==> config.mk <==
export PLATFORM = sky130hd
export DESIGN_NAME = dfd_cla_match_event_counter
export DESIGN_NICKNAME = d
export VERILOG_FILES = /design/src/rtl/dfd_cla_match_event_counter.sv
export SDC_FILE = /design/constraint.sdc
export NUM_CORES = 1
export LEC_CHECK = 0
export BUFFER_PORTS_ARGS = -buffer_cell sky130_fd_sc_hd__buf_4
export CORE_MARGIN = 1.5
export CORE_UTILIZATION = 50
export DETAILED_ROUTE_END_ITERATION = 6
export PLACE_DENSITY = 0.79
export SETUP_SLACK_MARGIN = 0.15
export SLEW_MARGIN = 20
export SYNTH_ARGS = -nofsm -noshare
export SYNTH_HDL_FRONTEND = slang
export SYNTH_SLANG_ARGS = --single-unit
export TNS_END_PERCENT = 20
==> constraint.sdc <==
create_clock -name clock -period 2.7 [get_ports clock]
set_input_delay 0.27 -clock clock [delete_from_list [all_inputs] [get_ports clock]]
set_output_delay 0.27 -clock clock [all_outputs]
set_load 0.01 [all_outputs]
==> src/rtl/dfd_cla_match_event_counter.sv <==
// Match event counter for the CLA ones-count match line.
// Optional snapshot output: DFD_CLA_MATCH_CNT_SNAPSHOT_EN.
module dfd_cla_match_event_counter #(
    parameter int CNT_WIDTH = 16
) (
    input  logic                 clock,
    input  logic                 reset,
    input  logic                 debug_signals_ones_count_match,
    input  logic                 cnt_enable,
    input  logic                 cnt_clear,
    input  logic                 cnt_mode,
    input  logic [CNT_WIDTH-1:0] cnt_threshold,
    input  logic [CNT_WIDTH-1:0] holdoff_cycles,
    output logic [CNT_WIDTH-1:0] match_count,
    output logic                 match_event,
    output logic [1:0]           cnt_state
`ifdef DFD_CLA_MATCH_CNT_SNAPSHOT_EN
    ,
    output logic [CNT_WIDTH-1:0] match_count_snapshot
`endif
);

    typedef enum logic [1:0] {
        IDLE    = 2'b00,
        ARMED   = 2'b01,
        HOLDOFF = 2'b10
    } state_t;

    localparam logic [CNT_WIDTH-1:0] CNT_MAX = '1;

    state_t               state_q;
    logic [CNT_WIDTH-1:0] count_q;
    logic [CNT_WIDTH-1:0] holdoff_q;
    logic [CNT_WIDTH-1:0] count_inc;
    logic                 event_q;
    logic                 at_max;
    logic                 hit;
    logic                 fire;

    assign at_max    = (count_q == CNT_MAX);
    assign count_inc = count_q + 1'b1;

    // A saturated count never re-fires: only a real increment can hit.
    assign hit = debug_signals_ones_count_match && !at_max
               && (cnt_threshold != '0)
               && (count_inc == cnt_threshold);

    assign fire = (state_q == ARMED) && cnt_enable && !cnt_clear && hit;

    // Main FSM: enable > clear > fire > mode-dependent count update.
    always_ff @(posedge clock) begin
        if (reset) begin
            state_q   <= IDLE;
            count_q   <= '0;
            holdoff_q <= '0;
            event_q   <= 1'b0;
        end else if (!cnt_enable) begin
            state_q   <= IDLE;
            count_q   <= '0;
            holdoff_q <= '0;
            event_q   <= 1'b0;
        end else if (cnt_clear) begin
            state_q   <= ARMED;
            count_q   <= '0;
            holdoff_q <= '0;
            event_q   <= 1'b0;
        end else begin
            event_q <= 1'b0;
            case (state_q)
                IDLE: begin
                    state_q <= ARMED;
                    count_q <= '0;
                end
                ARMED: begin
                    if (hit) begin
                        state_q   <= HOLDOFF;
                        count_q   <= count_inc;
                        holdoff_q <= holdoff_cycles;
                        event_q   <= 1'b1;
                    end else if (debug_signals_ones_count_match) begin
                        if (!at_max)
                            count_q <= count_inc;
                    end else if (cnt_mode) begin
                        count_q <= '0;
                    end
                end
                HOLDOFF: begin
                    if (holdoff_q == '0) begin
                        state_q <= ARMED;
                        count_q <= '0;
                    end else begin
                        holdoff_q <= holdoff_q - 1'b1;
                    end
                end
                default: begin
                    state_q   <= IDLE;
                    count_q   <= '0;
                    holdoff_q <= '0;
                end
            endcase
        end
    end

`ifdef DFD_CLA_MATCH_CNT_SNAPSHOT_EN
    logic [CNT_WIDTH-1:0] snap_q;

    // Capture the firing count; only reset clears it.
    always_ff @(posedge clock) begin
        if (reset)
            snap_q <= '0;
        else if (fire)
            snap_q <= count_inc;
    end

    assign match_count_snapshot = snap_q;
`endif

    assign match_count = count_q;
    assign match_event = event_q;
    assign cnt_state   = state_q;

endmodule

==> results.txt, run 1 <==
After detailed routing, the total wire length is 8750 µm. The cell type contributing the most total cell area after synthesis is sky130_fd_sc_hd__dfxtp_1. The number of routed nets with antenna violations was 0; the portion of total power attributed to sequential cells was 0.441.

During placement, the flow inserted port buffers numbering 56. The minimum period implied by the final worst setup slack came out at 2.58 ns. The total nets after synthesis is 421, and the maximum fanout encountered on the critical timing path is 7. Once placement finished, the instance area stood at 3470 µm². In the synthesized netlist, the number of instances is 377. The compound-gate portion of the synthesized area is 0.200. The die extent in x came out at 77.4 µm.

The total negative slack for setup checks was 0 ns; the initial DRC count was 319. The synthesized area per cell is 7.34 µm². The worst setup path is of the flip-flop to flip-flop kind.

For the worst setup path, the data arrival time is 2.79 ns. The wire length per cell works out to 16.6 µm. The tools report the last element of the critical path as match_count[9]. After detailed routing, the number of remaining DRC violations is 0.

The post-cts hold buffer count was 0; the overall overflow remaining after global route was 0. The number of cells on the worst reg-to-reg path is 6. The I/O pin count was 57. Element type at the critical path start: a flip-flop. The adder and majority gate portion of the synthesized area is 0.0271.

Clock skew on the completed layout was measured at 0.00895 ns. In the routed layout, each cell is associated on average with a via count of 6.10. The relative contribution of the clock network to total power came out at 0.403. Yosys printed 0 warnings. Sorting the synthesized cells by how often they occur yields sky130_fd_sc_hd__nand2_1 (54), sky130_fd_sc_hd__nor2_1 (39), sky130_fd_sc_hd__dfxtp_1 (35), sky130_fd_sc_hd__o21ai_0 (30), sky130_fd_sc_hd__a21oi_1 (23).

The floorplan has 26 rows. Setup repair after global routing could not meet its margin everywhere. The worst relative slew slack is 0.699, and the multiplexer share of the synthesized area is 0.0620. Fraction of registers with async set or reset after synthesis: 0. The switching share of power works out to 0.262. The analysis attributes to cell leakage a power of 1.56 nW.

Across all layers, the routed design uses 3211 vias. The run gives 2 as the level count of the clock H-tree. Among all flip-flop cells after synthesis, the most frequent one is sky130_fd_sc_hd__dfxtp_1.

The logs give 0 for the number of antenna violations at the first check in global routing and 2770 µm² for the area of the mapped netlist. The number of hold violations in the final report is 0, and the max-capacitance violation count is 0. The run gives 2.91 ns as the endpoint required time on the critical path. The worst register-to-register path has a setup slack of 0.12 ns. The area growth from synthesis to layout is 37.4%.

Area of the placeable core: 5200 µm². Yosys mapped a number of flops with a built-in enable equal to 0. After synthesis, the largest family of logic cells by area is simple AND/OR/NAND/NOR gates. The run gives 35 as the count of clock tree sinks. Most repeated cell in the gate-level netlist after synthesis: sky130_fd_sc_hd__nand2_1. The synthesized-area fraction occupied by and/or/nand/nor cells is 0.317, and the transition at the pin with the smallest max-transition slack is 0.446 ns. The synthesized design contains 35 register bits. The share of post-route cells with drive strength above 1 came out at 0.320. The worst setup path is captured at a flip-flop. The number of setup violations in the final report is 0. Clock-pin slew was measured on the worst setup and hold paths at 0.08 ns. The tools report the unique cell type count in the Yosys netlist as 54. After synthesis, the cell types taking the most area are sky130_fd_sc_hd__dfxtp_1 (25%), sky130_fd_sc_hd__nand2_1 (7.3%), sky130_fd_sc_hd__xnor2_1 (6.3%), sky130_fd_sc_hd__mux2i_1 (5.8%), sky130_fd_sc_hd__o21ai_0 (5.4%). Startpoint of the most critical setup path: holdoff_q[6]. The number of clock buffers added by TritonCTS is 5. The worst hold path begins at reset. The share of synthesized area occupied by flip-flops and latches came out at 0.253.

TritonCTS built the clock tree. The flow ran to the end, and the final reports show no timing, DRC or antenna violations. The insertion delay of the later-clocked pin in the worst-skew pair came out at 0.29 ns. The number of max-slew violations in the final report was 0. Before antenna repair, the detailed router went through 6 iterations. Detailed placement finished with a half-perimeter wire length of 6150 µm. For the routability congestion estimate from global placement, the log shows 0.978. The portion of synthesized cell area occupied by the leading cell type works out to 0.253. The net count of the finished layout came out at 499.

The post-route fraction of the period consumed by the critical path came out at 0.955. The internal portion of the total power is 861 µW. The number of global-route vias before repair was 2899; the achievable clock frequency was 388 MHz.

Measured along the y axis, the die boundary spans 77.4 µm. The first global-routing pass estimated 14000 µm of wire. The run gives 0.156 as the combinational group share of total power. The pin count of the biggest net entering global routing came out at 23.

After routing the design area is 3800 µm². The synthesized-area fraction occupied by xor and xnor cells is 0.0981. The fraction of the core area covered by cells at the end of the flow was 0.730; the power dissipated by switching net loads was 305 µW. The tools report the number of buffers on the longest clock path as 2. The path class of the tightest hold or removal check is input port to flip-flop. Dividing total power by cell area gives a power density of 307 nW/µm². VDD sags by at most 0.241 mV. The floorplan step defined a die boundary enclosing 5990 µm². The cell at the root of the clock tree is sky130_fd_sc_hd__clkbuf_8. The tools report the overall fraction of global-route tracks in use as 0.290.

The initial standard-cell utilization of the core is 0.531. The source of the worst register-to-register timing path was holdoff_q[6]. The number of antenna diodes in the final layout is 0. In this run the critical register-to-register path is captured at match_count[9].
-- sequential cells by signal, indices dropped and copies added (netlist names) --
name and cells:
match_count 16, cnt_state 2, match_event 1, holdoff_q 16
-- worst max-delay path, stage by stage, from the launching register on --
cell	delay, ns
sky130_fd_sc_hd__dfxtp_2	0.32
sky130_fd_sc_hd__or4_4	0.53
sky130_fd_sc_hd__or4_4	0.48
sky130_fd_sc_hd__o41ai_4	0.32
sky130_fd_sc_hd__nand4_4	0.22
sky130_fd_sc_hd__or4_1	0.46
sky130_fd_sc_hd__a21oi_1	0.16
-- per-layer routing --
metal	global-route usage	routed length (µm)	vias up
met2	0.451	4020	214
li1	-	-	1512
met4	0.0927	218	0
met3	0.0459	816	34
met5	0	0	-
met1	0.408	3700	1451
-- cell type report --
cell class	count	area (µm²)
clock buffers	7	108
clock inverters	1	5.00
fillers	406	1410
inverters	10	37.5
multi-input cells	313	2130
flip-flops and latches	35	727
well taps	70	87.6
repair buffers	90	704
-- cell families (layout without fill, tap and decap cells) --
logic type / after synthesis / after routing
AO/OA/AOI/OAI: 86 / 86
adder cells (fa/ha/maj): 6 / 6
multiplexers: 17 / 17
flip-flops: 35 / 35
AND/OR/NAND/NOR: 173 / 173
buffers and inverters: 29 / 108
XOR/XNOR: 31 / 31
-- cell usage in the layout, fill, tap and decap left out, types with 8 or more instances in the layout --
master	synthesis	layout
sky130_fd_sc_hd__buf_4	1	87
sky130_fd_sc_hd__nand2_1	54	54
sky130_fd_sc_hd__nor2_1	39	38
sky130_fd_sc_hd__dfxtp_1	35	24
sky130_fd_sc_hd__a21oi_1	23	21
sky130_fd_sc_hd__xnor2_1	20	19
sky130_fd_sc_hd__mux2i_1	16	16
sky130_fd_sc_hd__o21ai_0	30	16
sky130_fd_sc_hd__nand3_1	14	13
sky130_fd_sc_hd__xor2_1	11	11
sky130_fd_sc_hd__inv_1	10	10
sky130_fd_sc_hd__o21ai_1	0	8
-- per-stage QoR --
stage	instances	setup slack, ns	total power [mW]	hold WS [ns]
global placement	514	0.131	0.692	0.466
CTS	524	0.122	1.16	0.296
floorplan	377	0.156	0.617	0.444
global route	526	0.0197	1.21	0.316
detailed placement	514	0.117	0.694	0.485
finish	526	0.121	1.17	0.315
-- worst min-delay path by stage --
stage | cells past startpoint | endpoint | slack, ns
final | 3 | cnt_state[0] | 0.31
after global routing | 3 | cnt_state[0] | 0.32
after global placement | 2 | holdoff_q[4] | 0.47
after floorplan | 2 | cnt_state[0] | 0.44
after detailed placement | 2 | holdoff_q[4] | 0.49
after CTS | 3 | cnt_state[0] | 0.30
-- power groups by stage --
stage	clock network (mW)	logic (mW)	registers (mW)
detailed placement	0	0.164	0.530
floorplan	0	0.0862	0.531
CTS	0.476	0.167	0.518
global placement	0	0.162	0.530
finish	0.469	0.182	0.514
global route	0.501	0.196	0.515
-- what timing repair did --
item                       CTS  global route
setup endpoints to repair   25            35
gates resized for setup      2            57
pin swaps                    0            13
buffers inserted             2             2
hold endpoints to repair     0             0
Power figures use the tool's default switching activity.
==> inputs of run 2 (changes only) <==
--- a/config.mk
+++ b/config.mk
@@ -7,9 +7,9 @@
 export LEC_CHECK = 0
 export BUFFER_PORTS_ARGS = -buffer_cell sky130_fd_sc_hd__buf_4
 export CORE_MARGIN = 1.5
-export CORE_UTILIZATION = 50
+export CORE_UTILIZATION = 55
 export DETAILED_ROUTE_END_ITERATION = 6
-export PLACE_DENSITY = 0.79
+export PLACE_DENSITY = 0.82
 export SETUP_SLACK_MARGIN = 0.15
 export SLEW_MARGIN = 20
 export SYNTH_ARGS = -nofsm -noshare
==> constraint.sdc (replaced) <==
create_clock -name clock -period 2.4 [get_ports clock]
set_input_delay 0.24 -clock clock [delete_from_list [all_inputs] [get_ports clock]]
set_output_delay 0.24 -clock clock [all_outputs]
set_load 0.01 [all_outputs]
==> results.txt, run 2 (synthesis gave the netlist of run 1 again) <==
Number of hold violations in the final report: 0 (unchanged). The tree is rooted in a sky130_fd_sc_hd__clkbuf_8. The final standard cell count with taps included and fillers excluded is 558 (+6.1%). The worst setup slack before clock tree synthesis was -0.185 ns (-0.302 ns); the number of buffers on the longest clock path was 2 (unchanged). The wire length per cell was 17.5 µm (+5.0%); the total inserted antenna cells was 0 (unchanged). The run finished, with violations left. The number of antenna violations at the first check in global routing is 0 (unchanged). The share of post-route cells with drive strength above 1 was 0.367 (+0.0464).

In this run the most critical hold path is launched from holdoff_cycles[8]. The minimum period implied by the final worst setup slack came out at 2.55 ns (-0.0279 ns). The tools report the area of placed instances as 3740 µm² (+7.6%). Initial DRC count: 452 (+42%). The hold-critical path depth came out at 5 (+2). The transition at the pin with the smallest max-transition slack was 0.864 ns (+0.419 ns). The number of inserted filler cells in the final layout is 288 (-29%). Full die area: 5460 µm² (-8.7%).

The maximum fanout encountered on the critical timing path came out at 7 (unchanged). The worst setup path is captured at a flip-flop. Register clock-pin slew on the reported worst setup and hold paths: 0.08 ns (about the same).

The worst setup path is launched from a flip-flop. The run gives -0.151 ns (-0.272 ns) as the final worst-path setup slack. The number of max-slew violations in the final report is 0 (unchanged), and the total vias in the final route is 3401 (+5.9%).

The number of routed nets with antenna violations is 0 (unchanged), and the synthesis-to-finish area growth is 48.5%. The via-per-instance ratio was 6.09 (-0.16%). The logs give 535 (+7.2%) for the net count of the finished layout and 0.00798 ns (-0.000969 ns) for the post-route clock skew.

The count of clock tree sinks is 35 (unchanged), and the vertical die dimension is 73.9 µm (-4.5%). The sum of internal, switching and leakage power is 1.27 mW (+9.2%), and the clock buffer count from CTS is 5 (unchanged). In the layout the commonest cells are sky130_fd_sc_hd__buf_4 (118), sky130_fd_sc_hd__nand2_1 (54), sky130_fd_sc_hd__nor2_1 (39).

The number of setup violations in the final report came out at 34 (+34). For hold timing, the worst endpoint is holdoff_q[8]. Area of the placeable core: 4790 µm² (-8.1%). The most frequent standard cell in the layout excluding fill and tap cells was sky130_fd_sc_hd__buf_4. The worst relative slew slack is 0.422 (-0.277), and the insertion delay of the later-clocked pin in the worst-skew pair is 0.30 ns (about the same). The logs give 1.76 nW (+13%) for the static leakage power and 57 (unchanged) for the I/O pin count.

The tools report the worst-case register-to-register setup slack as -0.15 ns (-0.27 ns). The worst setup path is of the flip-flop to flip-flop kind. The achievable clock frequency is 392 MHz (+1.1%), and the cell area after layout is 4110 µm² (+8.1%). The worst register-to-register path begins at holdoff_q[6]. For the tightest hold margin, the log shows 0.307 ns (-0.00755 ns).

For the post-detailed-placement half-perimeter wirelength, the log shows 6580 µm (+7.1%). For the number of design rule violations left after detail routing, the log shows 0 (unchanged). The tightest min-delay check is of the input port to flip-flop type. The endpoint arrival time on the critical path is 2.77 ns (-0.02 ns), and the worst vdd rail ir drop is 0.356 mV (+48%).

The overall fraction of global-route tracks in use was 0.344 (+0.0544); the final routed wirelength across all metal layers was 9750 µm (+11%). Post-route fraction of the period consumed by the critical path: 1.06 (+0.108). The standard-cell row count was 25 (-3.8%); the number of I/O port buffers was 56 (unchanged). For the post-cts hold buffer count, the log shows 0 (unchanged). Setup repair after global routing could not meet its margin everywhere. The cell total after placement is 543 (+5.6%), and the initial standard-cell utilization of the core is 0.578 (+0.0465). The die extent in x works out to 73.9 µm (-4.5%).

Number of cells on the worst reg-to-reg path: 9 (+3). The level count of the clock H-tree was 2 (unchanged). The tools report the endpoint required time on the critical path as 2.62 ns (-0.29 ns). Number of global-route vias before repair: 3058 (+5.5%).

In this run the critical register-to-register path is captured at match_count[11]. The number of optimization iterations in the first detailed-route pass was 5 (-1); the global-route wire length before repair was 14500 µm (+3.7%). The checks that failed: negative setup slack. TritonCTS built the clock tree.

The logs give 23 (unchanged) for the pin count of the biggest net entering global routing and 0 (unchanged) for the overall overflow remaining after global route. The run gives 0.933 (-4.6%) as the routability congestion estimate from global placement. The power per cell area works out to 310 nW/µm² (+0.99%). Max-capacitance violation count: 0 (unchanged).
run 2: cell type report:
type,count,area [µm²],area share
multi-input cells,313,2190,0.532
repair buffers,126,1000,0.244
flip-flops and latches,35,713,0.174
well taps,67,83.8,0.0204
clock buffers,6,82.6,0.0201
inverters,10,37.5,0.00914
clock inverters,1,5.00,0.00122
run 2: report_power, final:
part           switching, mW  internal [mW]  total [mW]  leakage [nW]
Sequential           0.00227          0.581       0.583         0.286
Combinational          0.118          0.109       0.227          1.43
Clock                  0.238          0.226       0.463        0.0470
Total                  0.358          0.915        1.27          1.76
run 2: repair_timing:
| item | 4_1_cts | 5_1_grt |
|---|---|---|
| pin swaps | 10 | 9 |
| gates cloned | 1 | 1 |
| resized for setup | 31 | 20 |
| setup buffers | 5 | 1 |
| endpoints found under the setup margin | 35 | 35 |
run 2: how the worst max path moves through the flow:
stage,cells past startpoint,startpoint,end,slack (ns)
after CTS,6,holdoff_q[6],match_count[9],-0.13
after global placement,9,match_count[0],cnt_state[0],-0.11
after detailed placement,8,match_count[0],cnt_state[0],-0.18
final,9,holdoff_q[6],match_count[11],-0.15
after global routing,9,match_count[3],cnt_state[0],-0.23
after floorplan,7,holdoff_q[2],match_count[9],-0.11
run 2: per-stage QoR:
| step | TNS (ns) | util |
|---|---|---|
| 3_3_place_gp | -2.16 | 0.781 |
| 4_1_cts | -0.628 | 0.833 |
| 6_report | -3.44 | 0.859 |
| 3_5_place_dp | -3.10 | 0.781 |
| 2_1_floorplan | -1.42 | - |
| 5_1_grt | -6.14 | 0.859 |
run 2: worst max-delay path, cell delays in order (launching register included):
cell                      delay (ns)
sky130_fd_sc_hd__dfxtp_2        0.32
sky130_fd_sc_hd__or4_4          0.53
sky130_fd_sc_hd__or4_4          0.45
sky130_fd_sc_hd__o41ai_4        0.32
sky130_fd_sc_hd__buf_4          0.20
sky130_fd_sc_hd__o21ai_4        0.06
sky130_fd_sc_hd__nor2_2         0.17
sky130_fd_sc_hd__buf_6          0.16
sky130_fd_sc_hd__nand3_1        0.08
sky130_fd_sc_hd__a21oi_1        0.18
run 2: per-layer routing:
metal | share of wire | vias to the layer above | GRT usage
met5 | 0 | - | 0
met3 | 0.091 | 27 | 0.0672
li1 | - | 1588 | -
met2 | 0.46 | 207 | 0.537
met4 | 0.017 | 0 | 0.0885
met1 | 0.43 | 1579 | 0.485
